$ cat config.mk
export PLATFORM = sky130hd
export DESIGN_NAME = dma_job_scheduler
export DESIGN_NICKNAME = d
export VERILOG_FILES = /design/src/rtl/dma_job_scheduler.sv
export SDC_FILE = /design/constraint.sdc
export NUM_CORES = 1
export LEC_CHECK = 0
export BUFFER_PORTS_ARGS = -buffer_cell sky130_fd_sc_hd__buf_2
export CAP_MARGIN = 20
export CORE_MARGIN = 2
export CORE_UTILIZATION = 40
export DETAILED_ROUTE_END_ITERATION = 10
export SYNTH_ARGS = -nofsm -noshare
export SYNTH_HDL_FRONTEND = slang
export SYNTH_SLANG_ARGS = --single-unit
export TNS_END_PERCENT = 100
$ cat constraint.sdc
create_clock -name clk -period 12.1 [get_ports clk]
set_input_delay 0.605 -clock clk [delete_from_list [all_inputs] [get_ports clk]]
set_output_delay 0.605 -clock clk [all_outputs]
set_load 0.01 [all_outputs]
$ cat src/rtl/dma_job_scheduler.sv
// rtl/dma_job_scheduler.sv - one-job-at-a-time ring scheduler that programs engine_core registers
module dma_job_scheduler #(
  parameter int unsigned RING_BYTES     = 4096,
  parameter int unsigned TIMEOUT_CYCLES = 100000
) (
  input  logic        clk,
  input  logic        rst,
  input  logic [31:0] src_base_cfg,
  input  logic [31:0] dest_base_cfg,
  input  logic        job_valid,
  output logic        job_ready,
  input  logic [31:0] job_size,
  output logic        done_valid,
  output logic        done_err,
  output logic        busy,
  input  logic [31:0] tail_ptr,
  input  logic [31:0] ctrl_stat,
  output logic [31:0] reg_wr_data,
  output logic [5:0]  reg_wr_en
);
  localparam logic [3:0] ST_INIT_SRC  = 4'd0;
  localparam logic [3:0] ST_INIT_DST  = 4'd1;
  localparam logic [3:0] ST_INIT_TAIL = 4'd2;
  localparam logic [3:0] ST_INIT_CTRL = 4'd3;
  localparam logic [3:0] ST_IDLE      = 4'd4;
  localparam logic [3:0] ST_WR_SIZE   = 4'd5;
  localparam logic [3:0] ST_WR_TAIL   = 4'd6;
  localparam logic [3:0] ST_WR_HEAD   = 4'd7;
  localparam logic [3:0] ST_WR_CTRL   = 4'd8;
  localparam logic [3:0] ST_WAIT_INTR = 4'd9;
  localparam logic [3:0] ST_ACK       = 4'd10;
  localparam logic [3:0] ST_DONE      = 4'd11;
  localparam logic [3:0] ST_REJECT    = 4'd12;
  localparam logic [3:0] ST_ABORT     = 4'd13;
  localparam logic [3:0] ST_FAULT     = 4'd14;
  localparam logic [3:0] ST_HALT      = 4'd15;

  localparam logic [32:0] RING_LIMIT = 33'(RING_BYTES);
  localparam bit          WD_ON      = (TIMEOUT_CYCLES != 0);
  localparam logic [31:0] WD_LAST    = WD_ON ? 32'(TIMEOUT_CYCLES - 1) : 32'd0;

  logic [3:0]  state;
  logic [31:0] size_q;
  logic [31:0] head_q;
  logic [31:0] wd_cnt;
  logic        wrap_q;
  logic        accept;
  logic        size_bad;
  logic [32:0] sum;
  logic        unused_stat;

  assign accept      = (state == ST_IDLE) && job_valid && job_ready;
  assign sum         = {1'b0, tail_ptr} + {1'b0, job_size};
  assign size_bad    = (job_size == 32'd0) || ({1'b0, job_size} > RING_LIMIT);
  assign unused_stat = ^ctrl_stat[30:0];

  // Every output is a pure register: each state schedules the strobe that is seen one cycle later.
  always_ff @(posedge clk or posedge rst) begin
    if (rst) begin
      state       <= ST_INIT_SRC;
      size_q      <= '0;
      head_q      <= '0;
      wd_cnt      <= '0;
      wrap_q      <= 1'b0;
      job_ready   <= 1'b0;
      done_valid  <= 1'b0;
      done_err    <= 1'b0;
      busy        <= 1'b0;
      reg_wr_data <= '0;
      reg_wr_en   <= '0;
    end else begin
      reg_wr_en   <= '0;
      reg_wr_data <= '0;
      done_valid  <= 1'b0;
      done_err    <= 1'b0;
      job_ready   <= 1'b0;
      case (state)
        ST_INIT_SRC: begin
          reg_wr_en   <= 6'b000001;
          reg_wr_data <= src_base_cfg;
          state       <= ST_INIT_DST;
        end
        ST_INIT_DST: begin
          reg_wr_en   <= 6'b000010;
          reg_wr_data <= dest_base_cfg;
          state       <= ST_INIT_TAIL;
        end
        ST_INIT_TAIL: begin
          reg_wr_en <= 6'b000100;
          state     <= ST_INIT_CTRL;
        end
        ST_INIT_CTRL: begin
          reg_wr_en <= 6'b100000;
          state     <= ST_IDLE;
        end
        ST_IDLE: begin
          if (accept) begin
            size_q <= job_size;
            busy   <= 1'b1;
            if (size_bad) begin
              state <= ST_REJECT;
            end else begin
              // A job that would run past the window restarts at offset 0.
              wrap_q <= (sum > RING_LIMIT);
              head_q <= (sum > RING_LIMIT) ? job_size : sum[31:0];
              state  <= ST_WR_SIZE;
            end
          end else begin
            job_ready <= 1'b1;
          end
        end
        ST_WR_SIZE: begin
          reg_wr_en   <= 6'b010000;
          reg_wr_data <= size_q;
          state       <= wrap_q ? ST_WR_TAIL : ST_WR_HEAD;
        end
        ST_WR_TAIL: begin
          reg_wr_en <= 6'b000100;
          state     <= ST_WR_HEAD;
        end
        ST_WR_HEAD: begin
          reg_wr_en   <= 6'b001000;
          reg_wr_data <= head_q;
          state       <= ST_WR_CTRL;
        end
        ST_WR_CTRL: begin
          reg_wr_en   <= 6'b100000;
          reg_wr_data <= 32'd1;
          wd_cnt      <= '0;
          state       <= ST_WAIT_INTR;
        end
        ST_WAIT_INTR: begin
          if (ctrl_stat[31]) begin
            state <= ST_ACK;
          end else if (WD_ON && (wd_cnt == WD_LAST)) begin
            state <= ST_ABORT;
          end else begin
            wd_cnt <= wd_cnt + 32'd1;
          end
        end
        ST_ACK: begin
          reg_wr_en <= 6'b100000;
          state     <= ST_DONE;
        end
        ST_DONE: begin
          done_valid <= 1'b1;
          busy       <= 1'b0;
          state      <= ST_IDLE;
        end
        ST_REJECT: begin
          done_valid <= 1'b1;
          done_err   <= 1'b1;
          busy       <= 1'b0;
          state      <= ST_IDLE;
        end
        ST_ABORT: begin
          reg_wr_en <= 6'b100000;
          state     <= ST_FAULT;
        end
        ST_FAULT: begin
          done_valid <= 1'b1;
          done_err   <= 1'b1;
          busy       <= 1'b0;
          state      <= ST_HALT;
        end
        ST_HALT: state <= ST_HALT;
        default: state <= ST_INIT_SRC;
      endcase
    end
  end
endmodule

# Word-level counts from Yosys, hierarchy flattened
# Index checks and enable logic that the tools add are counted.
[word_totals]
out_inout_bits = 42
elab_cells = 72
input_bits = 163
reg_bits = 143
[classes]
n_lt_le_gt_ge = 2
n_reduce_logical = 18
bitwise_logic = 1
muxes = 18
n_addsub = 2
n_eq_ne = 20
[ops]
columns = ["op", "n"]
rows = [
  ["$pmux 32 s5", 1],
  ["$mux 32", 3],
  ["$pmux 32 s2", 1],
  ["$pmux 4 s13", 1],
  ["$pmux 6 s6", 1],
  ["$add 32x32->33", 1],
  ["$gt 33x13->1 const B", 1],
  ["$add 32x1->32 const B", 1],
  ["$eq 32x17->1 const B", 1],
  ["$eq 4x4->1 const B", 8],
  ["$gt 32x13->1 const B", 1],
  ["$logic_not 32->1", 1],
  ["$eq 4x3->1 const B", 4],
  ["$mux 4", 4],
  ["$eq 4x2->1 const B", 2],
  ["$mux 1", 6],
  ["$ne 2x2->1 const B", 3],
  ["$reduce_and 2->1", 3],
  ["$reduce_and 3->1", 2],
  ["$reduce_or 2->1", 3],
  ["$reduce_or 3->1", 2],
  ["$eq 4x1->1 const B", 1],
  ["$logic_not 4->1", 1],
  ["$reduce_bool 2->1", 2],
  ["6 further kinds", 7],
]

# Longest topological paths before layout
# Gate-level depths: netlist (run 1).
[logic_depth]
depth_word = 5
mapped_depth = 13
ltp_nobuf = 12

# Least setup slack after synthesis (run 1)
# OpenSTA, ideal clock, no wires.
[synth_timing]
path_kind = "input to register"
startpoint = "in job_size[0]"
endpoint = "reg head_q[0]"
n_path_buf = 1
required_ns = 11.975
arrival_time_ns = 3.921
path_stages = 13
setup_ns = 0.125
path_slack_ns = 8.054
path_cell_list = "ha_1 > fa_1 > a21o_2 > a21oi_1 > xnor2_1 > or3_1 > or4_4 > o41ai_2 > o2111ai_1 > or4_4 > buf_6 > o21ai_1 > a21oi_1"
[synth_via]
elab_chain_len = 4
word_cells_on_any_way = 8
classes_between = "add/sub (1); order compare (2); mux (1); bitwise (1); reduce/logical (3)"
[synth_lines]
columns = ["item", "line", "text"]
rows = [
  ["from (decl)", "12", "input logic [31:0] job_size,"],
  ["branches (longest 4 deep; another with $add 32x32->33)", "--", ""],
  ["to (signal assigned)", "105", "head_q <= (sum > RING_LIMIT) ? job_size : sum[31:0];"],
  ["to (decl)", "44", "logic [31:0] head_q;"],
]
# Several ways; the timed one is not identified.
# A chain may end at the register's enable or synchronous reset.

# Worst setup path after layout (run 1)
[layout_timing]
startpoint = "in job_size[0]"
endpoint = "reg head_q[2]"
# Same word-level chain as after synthesis.

==> impl_metrics.prom, run 1 <==
# TYPE chip_impl_metric gauge
chip_impl_metric{name="fp-row-count",unit=""} 52
chip_impl_metric{name="slowest_delay",unit="ns"} 0.67
chip_impl_metric{name="actual_transition_at_the_worst_max_transition_pin",unit="ns"} 0.923
chip_impl_info{name="cpMaxStageDelayCell",value="sky130_fd_sc_hd__or4_4"} 1
chip_impl_metric{name="max_clock_freq",unit="GHz"} 0.239
chip_impl_metric{name="drt_wl_total",unit="um"} 23600
chip_impl_metric{name="worst_setup_hold_path_clk_slew",unit="ns"} 0.06
chip_impl_metric{name="synth.mux.area_fraction",unit=""} 0.0551
chip_impl_metric{name="number_of_distinct_library_cells_after_synthesis",unit=""} 61
chip_impl_metric{name="total_of_warnings_raised_by_yosys",unit=""} 0
chip_impl_metric{name="worst-path-buf-inv",unit=""} 1
chip_impl_info{name="clk_root_buffer_cell",value="sky130_fd_sc_hd__clkbuf_16"} 1
chip_impl_metric{name="detail_route.vias_per_cell",unit=""} 5.58
chip_impl_metric{name="timing.max_slew.rel_slack",unit=""} 0.384
chip_impl_metric{name="post-cts-setup-buffers",unit=""} 0
chip_impl_metric{name="timing.reg2reg.worst_path_depth",unit=""} 9
chip_impl_metric{name="post_cts_resize_count",unit=""} 0
chip_impl_metric{name="ys_seq_elements",unit=""} 143
chip_impl_metric{name="netlist_instances",unit=""} 855
chip_impl_metric{name="clk_latency",unit="ns"} 0.41
chip_impl_metric{name="cts_made_buffers",unit=""} 17
chip_impl_info{name="synth_top_flop_cell",value="sky130_fd_sc_hd__dfrtp_1"} 1
chip_impl_metric{name="first_pass_iters",unit=""} 5
chip_impl_metric{name="syn-num-nets",unit=""} 1052
chip_impl_metric{name="grt_start_max_net_pins",unit=""} 75
chip_impl_info{name="critPathTopFamily",value="compound AO/OA/AOI/OAI gates"} 1
chip_impl_metric{name="fillerInstances",unit=""} 1942
chip_impl_metric{name="timing_hold_violations_final",unit=""} 0
chip_impl_metric{name="post-route-drc-count",unit=""} 0
chip_impl_metric{name="synthToLayoutAreaGrowth",unit="%"} 21.5
chip_impl_metric{name="simple_gate_fraction_of_synth_area",unit=""} 0.192
chip_impl_metric{name="vias",unit=""} 7215
chip_impl_metric{name="fin_worst_skew",unit="ns"} 0.00909
chip_impl_metric{name="initialDrtViolationCount",unit=""} 629
chip_impl_metric{name="finalMaxSlewViolations",unit=""} 0
chip_impl_metric{name="cellPowerDensity",unit="nW/um2"} 167
chip_impl_metric{name="grt_antenna_before_repair",unit=""} 1
chip_impl_info{name="timing.critical_path.to_type",value="flip-flop"} 1
chip_impl_metric{name="die_w",unit="um"} 147
chip_impl_metric{name="synth_compound_area_frac",unit=""} 0.182
chip_impl_metric{name="grtUsageTotal",unit=""} 0.223
chip_impl_info{name="timing.hold.worst.class",value="in2async"} 1
chip_impl_metric{name="htree_num_levels",unit=""} 4
chip_impl_info{name="critPathLaunchType",value="primary input"} 1
chip_impl_metric{name="power_leakage",unit="nW"} 4.74
chip_impl_metric{name="power",unit="W"} 0.00165
chip_impl_metric{name="worstSetupPathDepth",unit=""} 13
chip_impl_metric{name="async_flop_share",unit=""} 1.00
chip_impl_metric{name="place_congestion",unit=""} 0.902
chip_impl_metric{name="initial_core_util",unit=""} 0.405
chip_impl_metric{name="io_buffers",unit=""} 173
chip_impl_metric{name="dp_hpwl",unit="um"} 17400
chip_impl_metric{name="die-height",unit="um"} 147
chip_impl_metric{name="syn_avg_cell_area",unit="um2"} 9.53
chip_impl_metric{name="post_cts_hold_fix_bufs",unit=""} 0
chip_impl_info{name="synth_top_family_by_area",value="simple AND/OR/NAND/NOR gates"} 1
chip_impl_metric{name="vias_in_the_first_global_route",unit=""} 7092
chip_impl_metric{name="num-nets-final",unit=""} 1205
chip_impl_metric{name="antenna_violating_nets_post_route",unit=""} 0
chip_impl_metric{name="finish.cell_count_without_fillers",unit=""} 1293
chip_impl_metric{name="critical_path.max_fanout",unit=""} 13
chip_impl_metric{name="cts_sinks",unit=""} 143
chip_impl_metric{name="dieArea",unit="um2"} 21500
chip_impl_metric{name="setup-tns-final",unit="ns"} 0
chip_impl_metric{name="synth-edff-count",unit=""} 0
chip_impl_info{name="tritoncts_clock_tree",value="yes"} 1
chip_impl_metric{name="post_route_fraction_of_the_period_consumed_by_the_critical_path",unit=""} 0.345
chip_impl_metric{name="fp.coreArea",unit="um2"} 20100
chip_impl_metric{name="timing.critical_path.required",unit="ns"} 12.38
chip_impl_metric{name="io_pins",unit=""} 205
chip_impl_metric{name="worst_ir_drop_vdd",unit="V"} 0.0000983
chip_impl_info{name="run_status",value="completed"} 1
chip_impl_metric{name="critical_path_arrival",unit="ns"} 4.46
chip_impl_metric{name="synthXorXnorAreaFrac",unit=""} 0.0505
chip_impl_metric{name="grt_overflow_total",unit=""} 0
chip_impl_metric{name="post_synth_instance_area",unit="um2"} 8150
chip_impl_metric{name="max_cap_violations",unit=""} 0
chip_impl_metric{name="max-clock-path-buffers",unit=""} 2
chip_impl_metric{name="final_layout_size_suffix_gt1_frac",unit=""} 0.270
chip_impl_metric{name="report.final.setup_viol",unit=""} 0
chip_impl_metric{name="wire_length_of_the_first_global_routing_pass",unit="um"} 38200
chip_impl_metric{name="synth-adder-area-share",unit=""} 0.0531
chip_impl_info{name="worst-setup-path-type",value="in2reg"} 1
chip_impl_metric{name="dp_cells",unit=""} 1258
chip_impl_metric{name="layout_min_cycle_time",unit="ns"} 4.18
chip_impl_info{name="critical_path.cell_chain",value="buf_2, ha_1, fa_1, a21o_2, a221oi_4, o21ai_2, xor2_1, or4_4, o41ai_2, o2111ai_1, or4_4, o211ai_1, o211ai_1"} 1
chip_impl_metric{name="synth_seq_area_share",unit=""} 0.439
chip_impl_info{name="rsz_0062_raised_after_global_routing",value="false"} 1
chip_impl_metric{name="routedWlPerCell",unit="um"} 18.3
## synth_stat cells (all sizes together), types with 4 or more instances
master	count	area, um2
ha	33	413
dfrtp	143	3580
a21oi	48	240
and2	26	163
a21o	14	108
nand2b	5	31.3
mux2	39	439
o21a	8	60.1
inv	6	22.5
a31oi	9	56.3
a41oi	11	96.3
clkbuf	47	176
nor3	13	65.1
nand3	22	110
or3	8	50.1
buf	4	28.8
nand4	18	113
a222oi	31	310
o21ai	40	208
o211ai	6	45.0
a211oi	8	60.1
xor2	28	245
nor4	20	131
nor2	67	251
o21bai	5	37.5
xnor2	19	166
and4	4	35.0
a221oi	4	52.6
nand2	122	458
and3	12	80.1
## flip-flops by register name, summed over array words and instances (netlist names)
register     cells
size_q          32
busy             1
done_valid       1
reg_wr_data     32
state            4
wd_cnt          32
head_q          32
done_err         1
job_ready        1
wrap_q           1
reg_wr_en        6
## metal layers
metal / up-vias / global-route usage / routed length [um]
li1: 3472 / - / -
met1: 3540 / 0.323 / 11300
met2: 180 / 0.353 / 11000
met3: 23 / 0.0245 / 854
met4: 0 / 0.0728 / 413
met5: - / 0 / 0
## placed cells by master, fill, tap and decap left out, types with 5 or more instances in the layout
master,n
sky130_fd_sc_hd__xor2_1,28
sky130_fd_sc_hd__buf_2,173
sky130_fd_sc_hd__and3_1,11
sky130_fd_sc_hd__or3_1,8
sky130_fd_sc_hd__buf_4,11
sky130_fd_sc_hd__xnor2_1,19
sky130_fd_sc_hd__o21bai_1,5
sky130_fd_sc_hd__ha_1,33
sky130_fd_sc_hd__o21ai_0,29
sky130_fd_sc_hd__a31oi_1,9
sky130_fd_sc_hd__nand4_1,18
sky130_fd_sc_hd__nand2_1,122
sky130_fd_sc_hd__clkbuf_16,17
sky130_fd_sc_hd__and2_1,26
sky130_fd_sc_hd__nor2_1,65
sky130_fd_sc_hd__a21oi_1,48
sky130_fd_sc_hd__o211ai_1,6
sky130_fd_sc_hd__a222oi_1,31
sky130_fd_sc_hd__a211oi_1,8
sky130_fd_sc_hd__inv_1,5
sky130_fd_sc_hd__nand3_1,22
sky130_fd_sc_hd__nor4_1,16
sky130_fd_sc_hd__nand2b_1,5
sky130_fd_sc_hd__a41oi_1,11
sky130_fd_sc_hd__a21o_1,12
sky130_fd_sc_hd__mux2_2,39
sky130_fd_sc_hd__o21ai_1,9
sky130_fd_sc_hd__o21a_1,8
sky130_fd_sc_hd__dfrtp_1,143
sky130_fd_sc_hd__nor3_1,12
## layout make-up
cell class / instances / area (um2) / area share
Tap cell: 270 / 338 / 0.0341
Antenna cell: 2 / 5.00 / 0.000506
Clock inverter: 12 / 135 / 0.0137
Timing Repair Buffer: 185 / 976 / 0.0986
Inverter: 6 / 27.5 / 0.00278
Multi-Input combinational cell: 655 / 4370 / 0.441
Clock buffer: 20 / 467 / 0.0472
Sequential cell: 143 / 3580 / 0.362
## report_power, final
part	switching (W)	total, W	internal (W)
registers	0.0000774	0.000666	0.000589
logic	0.000261	0.000458	0.000197
clock network	0.000206	0.000527	0.000321
total	0.000545	0.00165	0.00111
## stage by stage
stage          utilization  setup slack [ns]  instance area, um2  hold slack, ns
2_1_floorplan            -              7.66                8150           0.453
3_3_place_gp         0.461              7.49                9260           0.469
3_5_place_dp         0.461              7.49                9260           0.471
4_1_cts              0.491              7.91                9860           0.312
5_1_grt              0.492              7.75                9890           0.349
6_report             0.492              7.92                9890           0.291
## final timing paths
| path | startpoint | endpoint | slack, ns |
|---|---|---|---|
| worst max-delay path | job_size[0] | head_q[2] | 7.92 |
| worst min-delay path | rst | reg_wr_data[28] | 0.29 |
| worst max register to register | state[3] | wd_cnt[31] | 9.02 |
| worst min register to register | head_q[19] | reg_wr_data[19] | 0.48 |
| max in group asynchronous | rst | reg_wr_data[4] | 10.43 |
| min in group clk | src_base_cfg[5] | reg_wr_data[5] | 0.38 |
## cell families (layout without fill, tap and decap cells)
group           after synthesis  after routing
simple gates                326            326
compound gates              208            208
flops                       143            143
buf+inv                      57            223
xor+xnor                     47             47
mux                          40             40
fa+ha+maj                    34             34
other cells                   0              2
(Power assumes the default switching activity.)
==> run 2, diff against run 1 <==
--- a/config.mk
+++ b/config.mk
@@ -10,6 +10,7 @@
 export CORE_MARGIN = 2
 export CORE_UTILIZATION = 40
 export DETAILED_ROUTE_END_ITERATION = 10
+export PLACE_DENSITY = 0.65
 export SYNTH_ARGS = -nofsm -noshare
 export SYNTH_HDL_FRONTEND = slang
 export SYNTH_SLANG_ARGS = --single-unit
==> constraint.sdc (replaced) <==
create_clock -name clk -period 3.4 [get_ports clk]
set_input_delay 0.17 -clock clk [delete_from_list [all_inputs] [get_ports clk]]
set_output_delay 0.17 -clock clk [all_outputs]
set_load 0.01 [all_outputs]
==> run 2 against run 1 <==
Global-route usage up 0.71 points. Register-to-register slack worse by 8.6 ns. First-iteration DRC count up 1.4%. Final cell count up 8.7%. Largest power group unchanged.
==> impl_metrics.prom, run 2 (synthesis results as in run 1) <==
# TYPE chip_impl_metric gauge
chip_impl_metric{name="htree_num_levels",unit=""} 4
chip_impl_metric{name="place_congestion",unit=""} 0.935
chip_impl_metric{name="clk_latency",unit="ns"} 0.42
chip_impl_metric{name="final_layout_size_suffix_gt1_frac",unit=""} 0.306
chip_impl_metric{name="cts_sinks",unit=""} 143
chip_impl_metric{name="cellPowerDensity",unit="nW/um2"} 572
chip_impl_metric{name="setup-tns-final",unit="ns"} 0
chip_impl_metric{name="fp.coreArea",unit="um2"} 20100
chip_impl_info{name="critPathLaunchType",value="primary input"} 1
chip_impl_info{name="mostFrequentLayoutCell",value="sky130_fd_sc_hd__buf_2"} 1
chip_impl_metric{name="critical_path_arrival",unit="ns"} 3.54
chip_impl_metric{name="antenna_violating_nets_post_route",unit=""} 0
chip_impl_metric{name="dp_hpwl",unit="um"} 17900
chip_impl_metric{name="timing.critical_path.required",unit="ns"} 3.68
chip_impl_metric{name="drt_wl_total",unit="um"} 24600
chip_impl_metric{name="io_buffers",unit=""} 173
chip_impl_metric{name="power_leakage",unit="nW"} 5.30
chip_impl_metric{name="fin_worst_skew",unit="ns"} 0.00944
chip_impl_metric{name="max_cap_violations",unit=""} 0
chip_impl_metric{name="worst_setup_hold_path_clk_slew",unit="ns"} 0.06
chip_impl_metric{name="max-clock-path-buffers",unit=""} 2
chip_impl_metric{name="layout_min_cycle_time",unit="ns"} 3.25
chip_impl_metric{name="actual_transition_at_the_worst_max_transition_pin",unit="ns"} 0.898
chip_impl_info{name="worstSetupStartpoint",value="job_size[0]"} 1
chip_impl_info{name="timing.critical_path.to_type",value="flip-flop"} 1
chip_impl_metric{name="grt_antenna_before_repair",unit=""} 1
chip_impl_metric{name="io_pins",unit=""} 205
chip_impl_metric{name="timing_hold_violations_final",unit=""} 0
chip_impl_metric{name="grt_overflow_total",unit=""} 0
chip_impl_info{name="endpoint",value="head_q[8]"} 1
chip_impl_metric{name="post-route-drc-count",unit=""} 0
chip_impl_info{name="layout_common_cells",value="sky130_fd_sc_hd__buf_2 (171), sky130_fd_sc_hd__dfrtp_1 (143), sky130_fd_sc_hd__nand2_1 (122)"} 1
chip_impl_metric{name="fp-row-count",unit=""} 52
chip_impl_metric{name="num-nets-final",unit=""} 1320
chip_impl_metric{name="cts_made_buffers",unit=""} 17
chip_impl_info{name="rsz_0062_raised_after_global_routing",value="true"} 1
chip_impl_metric{name="critical_path.max_fanout",unit=""} 7
chip_impl_metric{name="timing.reg2reg.worst_path_depth",unit=""} 10
chip_impl_metric{name="grtUsageTotal",unit=""} 0.230
chip_impl_metric{name="vias_in_the_first_global_route",unit=""} 7705
chip_impl_metric{name="routedWlPerCell",unit="um"} 17.5
chip_impl_metric{name="vias",unit=""} 7841
chip_impl_metric{name="worst_ir_drop_vdd",unit="V"} 0.000380
chip_impl_metric{name="synthToLayoutAreaGrowth",unit="%"} 34.7
chip_impl_metric{name="finalMaxSlewViolations",unit=""} 0
chip_impl_metric{name="die_w",unit="um"} 147
chip_impl_metric{name="initialDrtViolationCount",unit=""} 638
chip_impl_info{name="tritoncts_clock_tree",value="yes"} 1
chip_impl_metric{name="power",unit="W"} 0.00627
chip_impl_metric{name="grt_start_max_net_pins",unit=""} 114
chip_impl_metric{name="timing.max_slew.rel_slack",unit=""} 0.396
chip_impl_info{name="run_status",value="completed"} 1
chip_impl_info{name="r2r_end",value="wd_cnt[29]"} 1
chip_impl_metric{name="report.final.setup_viol",unit=""} 0
chip_impl_metric{name="die-height",unit="um"} 147
chip_impl_info{name="timing.hold.worst.class",value="in2reg"} 1
chip_impl_metric{name="dieArea",unit="um2"} 21500
chip_impl_metric{name="post_route_fraction_of_the_period_consumed_by_the_critical_path",unit=""} 0.957
chip_impl_metric{name="max_clock_freq",unit="GHz"} 0.307
chip_impl_metric{name="initial_core_util",unit=""} 0.405
chip_impl_metric{name="regToRegSetupSlack",unit="ns"} 0.42
chip_impl_metric{name="first_pass_iters",unit=""} 6
chip_impl_info{name="worst-setup-path-type",value="in2reg"} 1
chip_impl_info{name="worstReg2RegStart",value="wd_cnt[9]"} 1
chip_impl_metric{name="wire_length_of_the_first_global_routing_pass",unit="um"} 39700
chip_impl_info{name="clk_root_buffer_cell",value="sky130_fd_sc_hd__clkbuf_16"} 1
chip_impl_metric{name="detail_route.vias_per_cell",unit=""} 5.58
[run 2: cell count changes in the layout (fill, tap and decap cells not counted), moves of 2 or more]
cell	previous run	this run
sky130_fd_sc_hd__buf_12	0	2
sky130_fd_sc_hd__buf_4	11	76
sky130_fd_sc_hd__buf_2	173	171
sky130_fd_sc_hd__dlygate4sd3_1	0	47
sky130_fd_sc_hd__clkbuf_8	3	0
sky130_fd_sc_hd__bufinv_16	2	4
sky130_fd_sc_hd__buf_6	0	2
[run 2: layer usage]
| metal | track usage | vias up | share of wire |
|---|---|---|---|
| met1 | 0.313 | 3811 | 0.44 |
| met3 | 0.0398 | 45 | 0.055 |
| li1 | - | 3704 | - |
| met5 | 0 | - | 0 |
| met2 | 0.376 | 281 | 0.47 |
| met4 | 0.0757 | 0 | 0.026 |
[run 2: report_power, final]
part           switching, W  internal (W)  total, W  leakage, nW
combinational       0.00109      0.000946   0.00204         3.11
sequential         0.000193       0.00210   0.00229         1.90
clock              0.000714       0.00123   0.00194        0.289
total               0.00200       0.00427   0.00627         5.30
[run 2: metrics by stage]
stage	instance area (um2)	util	worst slack, ns	cells	hold WS (ns)
5_1_grt	11000	0.546	0.0189	1406	0.00889
2_1_floorplan	8160	-	0.00580	855	0.283
3_5_place_dp	9800	0.488	-0.369	1325	0.306
3_3_place_gp	9800	0.488	-0.322	1325	0.302
6_report	11000	0.546	0.147	1406	0.0225
4_1_cts	10900	0.542	0.0714	1403	0.00188
[run 2: what timing repair did]
item	in CTS	in global routing
buffers inserted	0	1
hold buffers	47	0
endpoints found under the setup margin	0	14
endpoints found under the hold margin	60	0
gates resized for setup	0	11
[run 2: critical path: stages]
cell	delay (ns)
sky130_fd_sc_hd__buf_8	0.10
sky130_fd_sc_hd__ha_4	0.15
sky130_fd_sc_hd__fa_2	0.37
sky130_fd_sc_hd__a21o_4	0.24
sky130_fd_sc_hd__a221oi_4	0.27
sky130_fd_sc_hd__o21ai_2	0.10
sky130_fd_sc_hd__xor2_1	0.16
sky130_fd_sc_hd__or4_4	0.54
sky130_fd_sc_hd__o41ai_4	0.30
sky130_fd_sc_hd__o2111ai_2	0.21
sky130_fd_sc_hd__or4_4	0.61
sky130_fd_sc_hd__o211ai_1	0.18
sky130_fd_sc_hd__o211ai_1	0.11
[run 2: worst min path at each step]
stage                                 end         startpoint  cells after the start  slack [ns]
after floorplan            reg_wr_data[1]    src_base_cfg[1]                      2        0.28
after global placement       reg_wr_en[5]                rst                      2        0.30
after detailed placement     reg_wr_en[5]                rst                      2        0.31
after CTS                  reg_wr_data[1]   dest_base_cfg[1]                      3       0.002
after global routing      reg_wr_data[21]  dest_base_cfg[21]                      3       0.009
final                     reg_wr_data[13]  dest_base_cfg[13]                      3        0.02
[run 2: final cells by class]
class / instances / area, um2
fill: 1825 / 9140
multi-input combinational: 656 / 4430
sequential: 143 / 3580
timing repair buffer: 299 / 1970
clock buffer: 18 / 429
tap: 270 / 338
clock inverter: 13 / 190
inverter: 6 / 26.3
antenna: 1 / 2.50
==> run 3, diff against run 2 <==
--- a/config.mk
+++ b/config.mk
@@ -8,9 +8,8 @@
 export BUFFER_PORTS_ARGS = -buffer_cell sky130_fd_sc_hd__buf_2
 export CAP_MARGIN = 20
 export CORE_MARGIN = 2
-export CORE_UTILIZATION = 40
+export CORE_UTILIZATION = 24
 export DETAILED_ROUTE_END_ITERATION = 10
-export PLACE_DENSITY = 0.65
 export SYNTH_ARGS = -nofsm -noshare
 export SYNTH_HDL_FRONTEND = slang
 export SYNTH_SLANG_ARGS = --single-unit
==> constraint.sdc (replaced) <==
create_clock -name clk -period 2.9 [get_ports clk]
set_input_delay 0.145 -clock clk [delete_from_list [all_inputs] [get_ports clk]]
set_output_delay 0.145 -clock clk [all_outputs]
set_load 0.01 [all_outputs]
==> run 3 against run 2 <==
The run now ends with negative setup slack left. Final area rose by 12%. Clock power increased by 15%. Utilization is 18 points lower. Non-clock buffer count is 132 higher. Clock skew shrank 0.0041 ns. First-iteration DRC count fell by 4.7%. Highest routed layer unchanged.
==> impl_metrics.prom, run 3 (synthesis results as in run 1) <==
# TYPE chip_impl_metric gauge
chip_impl_info{name="run_status",value="finished with violations"} 1
chip_impl_info{name="violations",value="negative setup slack"} 1
chip_impl_metric{name="timing_hold_violations_final",unit=""} 0
chip_impl_metric{name="cellPowerDensity",unit="nW/um2"} 628
chip_impl_metric{name="fp-row-count",unit=""} 67
chip_impl_metric{name="htree_num_levels",unit=""} 4
chip_impl_metric{name="fin_hold_ws",unit="ns"} 0.0289
chip_impl_info{name="clk_root_buffer_cell",value="sky130_fd_sc_hd__clkbuf_16"} 1
chip_impl_metric{name="finish.cell_count_without_fillers",unit=""} 1724
chip_impl_metric{name="timing.final.ws_setup",unit="ns"} -0.311
chip_impl_info{name="tritoncts_clock_tree",value="yes"} 1
chip_impl_metric{name="actual_transition_at_the_worst_max_transition_pin",unit="ns"} 0.678
chip_impl_metric{name="clk_latency",unit="ns"} 0.42
chip_impl_metric{name="worst_setup_hold_path_clk_slew",unit="ns"} 0.06
chip_impl_metric{name="worst_ir_drop_vdd",unit="V"} 0.000398
chip_impl_metric{name="grt_overflow_total",unit=""} 0
chip_impl_info{name="critical_path.cell_chain",value="buf_8, ha_4, fa_2, a21o_4, a21oi_4, xnor2_2, or3_4, or4_4, o41ai_4, o2111ai_2, buf_4, or4_4, o21ai_2, a21oi_1"} 1
chip_impl_metric{name="critical_path.max_fanout",unit=""} 6
chip_impl_metric{name="cts_sinks",unit=""} 143
chip_impl_metric{name="max_cap_violations",unit=""} 0
chip_impl_metric{name="detail_route.vias_per_cell",unit=""} 4.85
chip_impl_metric{name="fin_worst_skew",unit="ns"} 0.00532
chip_impl_metric{name="timing.max_slew.rel_slack",unit=""} 0.547
chip_impl_info{name="rsz_0062_raised_after_global_routing",value="true"} 1
chip_impl_info{name="critPathMostFrequentCell",value="sky130_fd_sc_hd__or4_4"} 1
chip_impl_metric{name="max-clock-path-buffers",unit=""} 2
chip_impl_info{name="cpMaxStageDelayCell",value="sky130_fd_sc_hd__or4_4"} 1
chip_impl_metric{name="report.final.setup_viol",unit=""} 14
chip_impl_metric{name="antenna_violating_nets_post_route",unit=""} 0
chip_impl_metric{name="drt_wl_total",unit="um"} 29600
chip_impl_metric{name="dp_hpwl",unit="um"} 22100
chip_impl_info{name="mostFrequentLayoutCell",value="sky130_fd_sc_hd__buf_4"} 1
chip_impl_info{name="timing.hold.worst.class",value="in2reg"} 1
chip_impl_metric{name="post_dp_cell_area",unit="um2"} 10800
chip_impl_metric{name="die_w",unit="um"} 188
chip_impl_metric{name="num-nets-final",unit=""} 1452
chip_impl_metric{name="setup-tns-final",unit="ns"} -3.62
chip_impl_metric{name="die-height",unit="um"} 188
chip_impl_metric{name="worst-path-buf-inv",unit=""} 2
chip_impl_metric{name="vias_in_the_first_global_route",unit=""} 8620
chip_impl_metric{name="fin_area",unit="um2"} 12300
chip_impl_metric{name="power_leakage",unit="nW"} 5.98
chip_impl_info{name="critPathTopFamily",value="simple AND/OR/NAND/NOR gates"} 1
chip_impl_metric{name="post-route-drc-count",unit=""} 0
chip_impl_metric{name="max_clock_freq",unit="GHz"} 0.311
chip_impl_info{name="critPathLaunchType",value="primary input"} 1
chip_impl_metric{name="io_pins",unit=""} 205
chip_impl_info{name="timing.critical_path.to_type",value="flip-flop"} 1
chip_impl_metric{name="initial_core_util",unit=""} 0.244
chip_impl_metric{name="fp.coreArea",unit="um2"} 33400
chip_impl_metric{name="synthToLayoutAreaGrowth",unit="%"} 50.6
chip_impl_metric{name="place_congestion",unit=""} 0.871
chip_impl_metric{name="timing.critical_path.required",unit="ns"} 3.21
chip_impl_metric{name="finalMaxSlewViolations",unit=""} 0
chip_impl_metric{name="dp_cells",unit=""} 1606
chip_impl_metric{name="first_pass_iters",unit=""} 5
chip_impl_metric{name="regToRegSetupSlack",unit="ns"} 0.24
chip_impl_metric{name="routedWlPerCell",unit="um"} 17.2
chip_impl_metric{name="io_buffers",unit=""} 173
chip_impl_info{name="worst-setup-path-type",value="in2reg"} 1
chip_impl_metric{name="initialDrtViolationCount",unit=""} 608
chip_impl_metric{name="layout_min_cycle_time",unit="ns"} 3.21
chip_impl_metric{name="dieArea",unit="um2"} 35400
chip_impl_metric{name="power",unit="W"} 0.00770
chip_impl_metric{name="grt_antenna_before_repair",unit=""} 8
chip_impl_metric{name="critical_path_arrival",unit="ns"} 3.52
chip_impl_metric{name="vias",unit=""} 8369
chip_impl_metric{name="slowest_delay",unit="ns"} 0.55
chip_impl_metric{name="grtUsageTotal",unit=""} 0.168
chip_impl_info{name="layout_common_cells",value="sky130_fd_sc_hd__buf_4 (199), sky130_fd_sc_hd__buf_2 (171), sky130_fd_sc_hd__dfrtp_1 (143)"} 1
chip_impl_metric{name="cts_made_buffers",unit=""} 17
chip_impl_metric{name="post_route_fraction_of_the_period_consumed_by_the_critical_path",unit=""} 1.11
chip_impl_metric{name="final_layout_size_suffix_gt1_frac",unit=""} 0.379
chip_impl_metric{name="wire_length_of_the_first_global_routing_pass",unit="um"} 46100
chip_impl_metric{name="grt_start_max_net_pins",unit=""} 63
-- run 3: cell count changes in the layout (fill, tap and decap cells not counted), sizes merged, moves of 2 or more --
cell         previous run  this run
dlygate4sd3            47        56
diode                   1         8
bufinv                  4         2
inv                     6         8
buf                   252       375
clkbuf                 18        21
-- run 3: worst paths after layout --
| kind | cells past startpoint | end | startpoint |
|---|---|---|---|
| min in group asynchronous | 3 | reg_wr_data[6] | rst |
| max in group asynchronous | 4 | head_q[25] | rst |
| hold reg to reg | 1 | head_q[20] | head_q[20] |
| setup / recovery | 14 | head_q[0] | job_size[0] |
| setup reg to reg | 10 | wd_cnt[16] | wd_cnt[9] |
| hold / removal | 3 | reg_wr_data[12] | dest_base_cfg[12] |
-- run 3: worst min-delay path, stage by stage --
cell,delay (ns)
sky130_fd_sc_hd__buf_2,0.12
sky130_fd_sc_hd__a222oi_1,0.09
sky130_fd_sc_hd__nand2_1,0.06
-- run 3: through the flow --
step           utilization  setup slack [ns]
2_1_floorplan            -            -0.439
3_3_place_gp         0.323            -0.804
3_5_place_dp         0.323            -0.873
4_1_cts              0.364            -0.327
5_1_grt              0.367            -0.419
6_report             0.367            -0.311
-- run 3: repair_timing --
item | CTS | global route
endpoints found under the hold margin | 57 | 0
pin swaps | 22 | 19
hold buffers | 56 | 0
gates cloned | 2 | 0
gates resized for setup | 14 | 11
endpoints found under the setup margin | 14 | 15
buffers inserted | 20 | 1
-- run 3: where the power goes --
group	internal [W]	switching, W
Sequential	0.00246	0.000246
Combinational	0.00137	0.00139
Clock	0.00134	0.000890
-- run 3: final cells by class --
type	instances	area (um2)
Clock buffer	21	470
Antenna cell	8	20.0
Inverter	6	26.3
Multi-Input combinational cell	656	4500
Timing Repair Buffer	431	2990
Clock inverter	11	130
Sequential cell	143	3580
Fill cell	3407	21200
Tap cell	448	561
-- run 3: layer usage --
layer,share of wire,vias up,GRT usage
met3,0.049,54,0.0281
met4,0.034,0,0.0739
met1,0.43,4046,0.213
met5,0,-,0
li1,-,3990,-
met2,0.48,279,0.282
